File: src/rtl/step_sequencer.sv
// step_sequencer: T-state sequencer for the 8-bit computer.
// Fetch (T0/T1), opcode-sized execute (T2..T1+n) and halt, with free-run and single-step advance.
module step_sequencer #(
    parameter int MAX_T = 7
) (
    input  logic       clk,
    input  logic       reset,
    input  logic       run,
    input  logic       mode,
    input  logic       step_req,
    input  logic [7:0] bus_in,
    output logic [2:0] t_state,
    output logic [7:0] ir,
    output logic       pc_to_mar,
    output logic       ir_load,
    output logic       pc_inc,
    output logic       exec_en,
    output logic       instr_done,
    output logic       step_ack,
    output logic       halted
);
    typedef enum logic [1:0] {FETCH0, FETCH1, EXEC, HALT} state_t;

    localparam logic [2:0] T_LIM = 3'(MAX_T);

    state_t     state_q, state_d;
    logic [2:0] t_q, t_d;
    logic [7:0] ir_q, ir_d;
    logic [3:0] op;
    logic [2:0] n, last;
    logic       go, wrap;

    function automatic logic [2:0] exec_len(input logic [3:0] opc);
        return opc == 4'h0 ? 3'd0 : opc <= 4'h3 ? 3'd3 : opc <= 4'h7 ? 3'd2 : 3'd1;
    endfunction

    // decode the byte being loaded at FETCH1, the latched one during EXEC
    assign op   = (state_q == FETCH1) ? bus_in[7:4] : ir_q[7:4];
    assign n    = exec_len(op);
    assign last = 3'd1 + n;
    assign wrap = (t_q >= last) || (t_q == T_LIM);
    // reset gates the strobes so they drop as soon as it asserts
    assign go   = reset && run && (!mode || step_req) && (state_q != HALT);

    assign t_state  = t_q;
    assign ir       = ir_q;
    assign step_ack = go && mode;
    assign halted   = (state_q == HALT);

    always_comb begin
        state_d    = state_q;
        t_d        = t_q;
        ir_d       = ir_q;
        pc_to_mar  = 1'b0;
        ir_load    = 1'b0;
        pc_inc     = 1'b0;
        exec_en    = 1'b0;
        instr_done = 1'b0;
        if (go) begin
            case (state_q)
                FETCH0: begin
                    pc_to_mar = 1'b1;
                    state_d   = FETCH1;
                    t_d       = 3'd1;
                end
                FETCH1: begin
                    ir_load = 1'b1;
                    pc_inc  = 1'b1;
                    ir_d    = bus_in;
                    if (op == 4'hF) begin
                        instr_done = 1'b1;
                        state_d    = HALT;
                        t_d        = 3'd1;
                    end else if (n == 3'd0) begin
                        instr_done = 1'b1;
                        state_d    = FETCH0;
                        t_d        = 3'd0;
                    end else begin
                        state_d = EXEC;
                        t_d     = 3'd2;
                    end
                end
                EXEC: begin
                    exec_en = 1'b1;
                    if (wrap) begin
                        instr_done = 1'b1;
                        state_d    = FETCH0;
                        t_d        = 3'd0;
                    end else begin
                        t_d = t_q + 3'd1;
                    end
                end
                default: ;
            endcase
        end
    end

    always_ff @(posedge clk or negedge reset) begin
        if (!reset) begin
            state_q <= FETCH0;
            t_q     <= 3'd0;
            ir_q    <= 8'h00;
        end else begin
            state_q <= state_d;
            t_q     <= t_d;
            ir_q    <= ir_d;
        end
    end
endmodule

File: config.mk
export PLATFORM = sky130hd
export DESIGN_NAME = step_sequencer
export DESIGN_NICKNAME = d
export VERILOG_FILES = /design/src/rtl/step_sequencer.sv
export SDC_FILE = /design/constraint.sdc
export NUM_CORES = 1
export LEC_CHECK = 0
export CAP_MARGIN = 0
export CORE_UTILIZATION = 40
export CTS_CLUSTER_DIAMETER = 120
export DETAILED_ROUTE_END_ITERATION = 12
export PLACE_DENSITY = 0.82
export SLEW_MARGIN = 20
export SYNTH_ARGS = -nofsm -noshare
export SYNTH_HDL_FRONTEND = slang
export SYNTH_SLANG_ARGS = --single-unit
File: constraint.sdc
create_clock -name clk -period 3.15 [get_ports clk]
set_clock_uncertainty 0.05 [all_clocks]
set_input_delay 0.7875 -clock clk [delete_from_list [all_inputs] [get_ports clk]]
set_output_delay 0.7875 -clock clk [all_outputs]
set_load 0.01 [all_outputs]
==> summary.txt <==
Yosys
  • Post-synthesis sequential area ratio: 0.360
  • Cell area after synthesis: 903 sq um
  • Synth top area cells: dfrtp_1 (36%), ha_1 (15%), mux2_2 (11%), inv_1 (3.3%), o21ai_0 (2.8%)
  • Cells after synthesis: 89
  • Mapped Avg Cell Area: 10.2 sq um
  • Top-area cell type share of the netlist area: 0.360
  • Number of synthesized register bits: 13
  • Synthesized Nets: 113
  • Yosys top cell by area: dfrtp_1
  • Unique masters post-synth: 33
  • Ys Warns: 0

Detailed routing
  • Final ANT Viol Nets: 0
  • Drt wl/cell: 17.7 microns
  • Final wirelength: 3380 microns
  • Via count: 1053
  • DRC viols: 0
  • Drt first pass iters: 6
  • Via/cell ratio: 5.51
  • Iter 0 DRT Violations: 20

Critical path
  • Setup crit start kind: register
  • Critical Path AT: 2.60 ns
  • RR Startpoint: state_q[0]
  • Critical Path End Type: output pin
  • Path depth of the worst reg2reg path: 19
  • Internal reg-to-reg setup slack: 0.03 ns
  • CP max FO: 3
  • FF-to-FF End: t_state[1]
  • Worst Path Required: 2.31 ns
  • Crit Path Category: register to output pin

Die
  • Die area: 2450 sq um
  • I/O Pins: 31
  • Initial Util: 0.442
  • Die width: 49.5 microns
  • Height of the die: 49.5 microns
  • Rows: 16
  • Core Footprint: 2040 sq um

STA
  • Final slew viol count: 0
  • Slew HR: 0.785
  • Final Hold Fails: 0
  • Unrepaired setup endpoints after global routing: yes
  • Slew @ Worst Pin: 0.320 ns
  • Final setup viols: 1
  • Period utilisation layout: 1.09
  • Final critical-path required period: 3.44 ns
  • Max Freq: 291 MHz
  • Setup slack after layout: -0.289 ns

Worst hold path
  • Hold Path Sink: ir[1]
  • Hold wc startpoint: ir[1]
  • Worst Hold Class: register to register
  • Hold path depth: 1

Pwr
  • Power per Cell Area: 1120 nW/um^2
  • LEAKAGE: 0.838 nW
  • Net Sw Frac: 0.380
  • Sequential share of power: 0.156
  • Clock power frac: 0.057
  • Total power: 1.94 mW
  • Internal Dissipation: 1.20 mW
  • Logic gate share of total power: 0.786
  • Psw: 0.738 mW
  • Max VDD drop: 0.967 mV

Global routing
  • Overall routing resource usage: 0.274
  • GRT overflow: 0
  • Initial antenna violation count: 0
  • Grt peak-use layer: met2
  • Met1 Usage GRT: 0.292
  • Met3 Use GR: 0.0494
  • Largest net degree at the start of global routing: 11
  • First-pass GRT wire length: 5020 microns
  • Vias in the first global route: 1109
  • Grt met2 use: 0.505

Layout
  • Area Overhead vs Synth: 91.8%
  • Most common cell after layout, fill and taps aside: buf_4
  • Ant. Diodes: 0
  • Layout cell share with drive strength beyond 1: 0.506
  • Layout Nets: 189
  • Commonest non-fill, non-tap cells in the layout: buf_4 (34), clkdlybuf4s50_1 (20), dfrtp_1 (13)

Outcome
  • Status: finished with violations
  • Failing checks: negative setup slack

Clocking
  • H-tree depth: 1
  • Reg clk slew, reported paths: 0.09 ns
  • CTS root buf: clkbuf_4
  • Hold buffers post-CTS: 0
  • Later-pin clock latency in the skew report: 0.29 ns
  • CTS buffer count: 3
  • Total clock sinks: 13
  • CTS tree: yes
  • CTS Buffer Depth: 2

Placed design
  • HPWL Detailed: 2020 microns
  • Post-Place Setup Slack: -1.11 ns
  • Port bufs: 30
  • RePlAce Congestion: 0.840

Run
  • Max_cap viols: 0
## cell type report
cell class / count / area (sq um)
flip-flops and latches: 13 / 325
multi-input cells: 66 / 668
fillers: 105 / 309
clock buffers: 4 / 26.3
inverters: 8 / 35.0
repair buffers: 73 / 644
well taps: 27 / 33.8
## cell families after synthesis
logic type               after synthesis  synth area share
AND/OR/NAND/NOR                       32             0.219
multiplexers                           9             0.112
buffers and inverters                 10            0.0457
adder cells (fa/ha/maj)               11             0.152
flip-flops                            13             0.360
AO/OA/AOI/OAI                         14             0.111
## worst max path at each step
| stage | startpoint | end | cells past startpoint |
|---|---|---|---|
| 6_report | state_q[0] | instr_done | 13 |
| 4_1_cts | state_q[1] | instr_done | 14 |
| 5_1_grt | state_q[1] | instr_done | 15 |
| 3_3_place_gp | bus_in[7] | instr_done | 11 |
| 2_1_floorplan | bus_in[7] | instr_done | 11 |
| 3_5_place_dp | bus_in[7] | instr_done | 13 |
## layer usage
layer / up-vias / wire [microns]
met5: - / 0
met1: 509 / 1290
met3: 22 / 149
met4: 0 / 212
met2: 49 / 1730
li1: 473 / -
## critical path, cell delays in order (launching register included)
cell and delay (ns):
dfrtp_1 0.42, ha_4 0.19, or2b_1 0.20, o21bai_4 0.14
nand2_2 0.10, buf_6 0.14, ha_4 0.26, inv_4 0.03
ha_4 0.15, a211oi_4 0.26, o21ai_2 0.09, nand4_1 0.10
o21ai_1 0.07, buf_2 0.14
## through the flow
step	hold slack, ns	cell area, sq um	util	cells	setup TNS [ns]
after detailed placement	0.450	1430	0.700	171	-2.10
final	0.468	1730	0.849	191	-0.289
after CTS	0.469	1650	0.808	189	-0.248
after floorplan	0.442	903	-	89	0
after global routing	0.488	1730	0.849	191	-0.418
after global placement	0.442	1430	0.700	171	-1.32
## power by group through the flow
stage	sequential (mW)	combinational [mW]	clock, mW
floorplan	0.328	0.322	0
global placement	0.289	0.723	0
detailed placement	0.295	0.754	0
CTS	0.299	1.33	0.108
global route	0.313	1.61	0.118
finish	0.304	1.53	0.111
## registers in the layout (all words and copies together) (netlist names)
signal / flops
ir: 8
state_q: 2
t_state: 3
## Yosys cell counts, drive strengths merged
library cell,number
a211oi,1
or3b,1
and4b,1
nand2b,1
clkbuf,1
nor3,4
o32a,1
dfrtp,13
o211ai,1
nand3,3
buf,1
o21ai,5
nand4b,2
mux2,9
a21oi,1
nand2,5
and4bb,1
ha,11
o31ai,1
o2bb2ai,1
and3,2
nand4,1
o2111a,1
or2b,1
nor2,4
a211o,1
o21bai,1
nor4,1
and2,3
nor2b,2
inv,8
## timing repair
item | 4_1_cts | 5_1_grt
pin swaps | 10 | 13
setup buffers | 15 | 4
gates resized for setup | 46 | 19
endpoints found under the setup margin | 4 | 4
endpoints found under the hold margin | 0 | 0
Note: power is estimated with default switching activity, not from simulation.
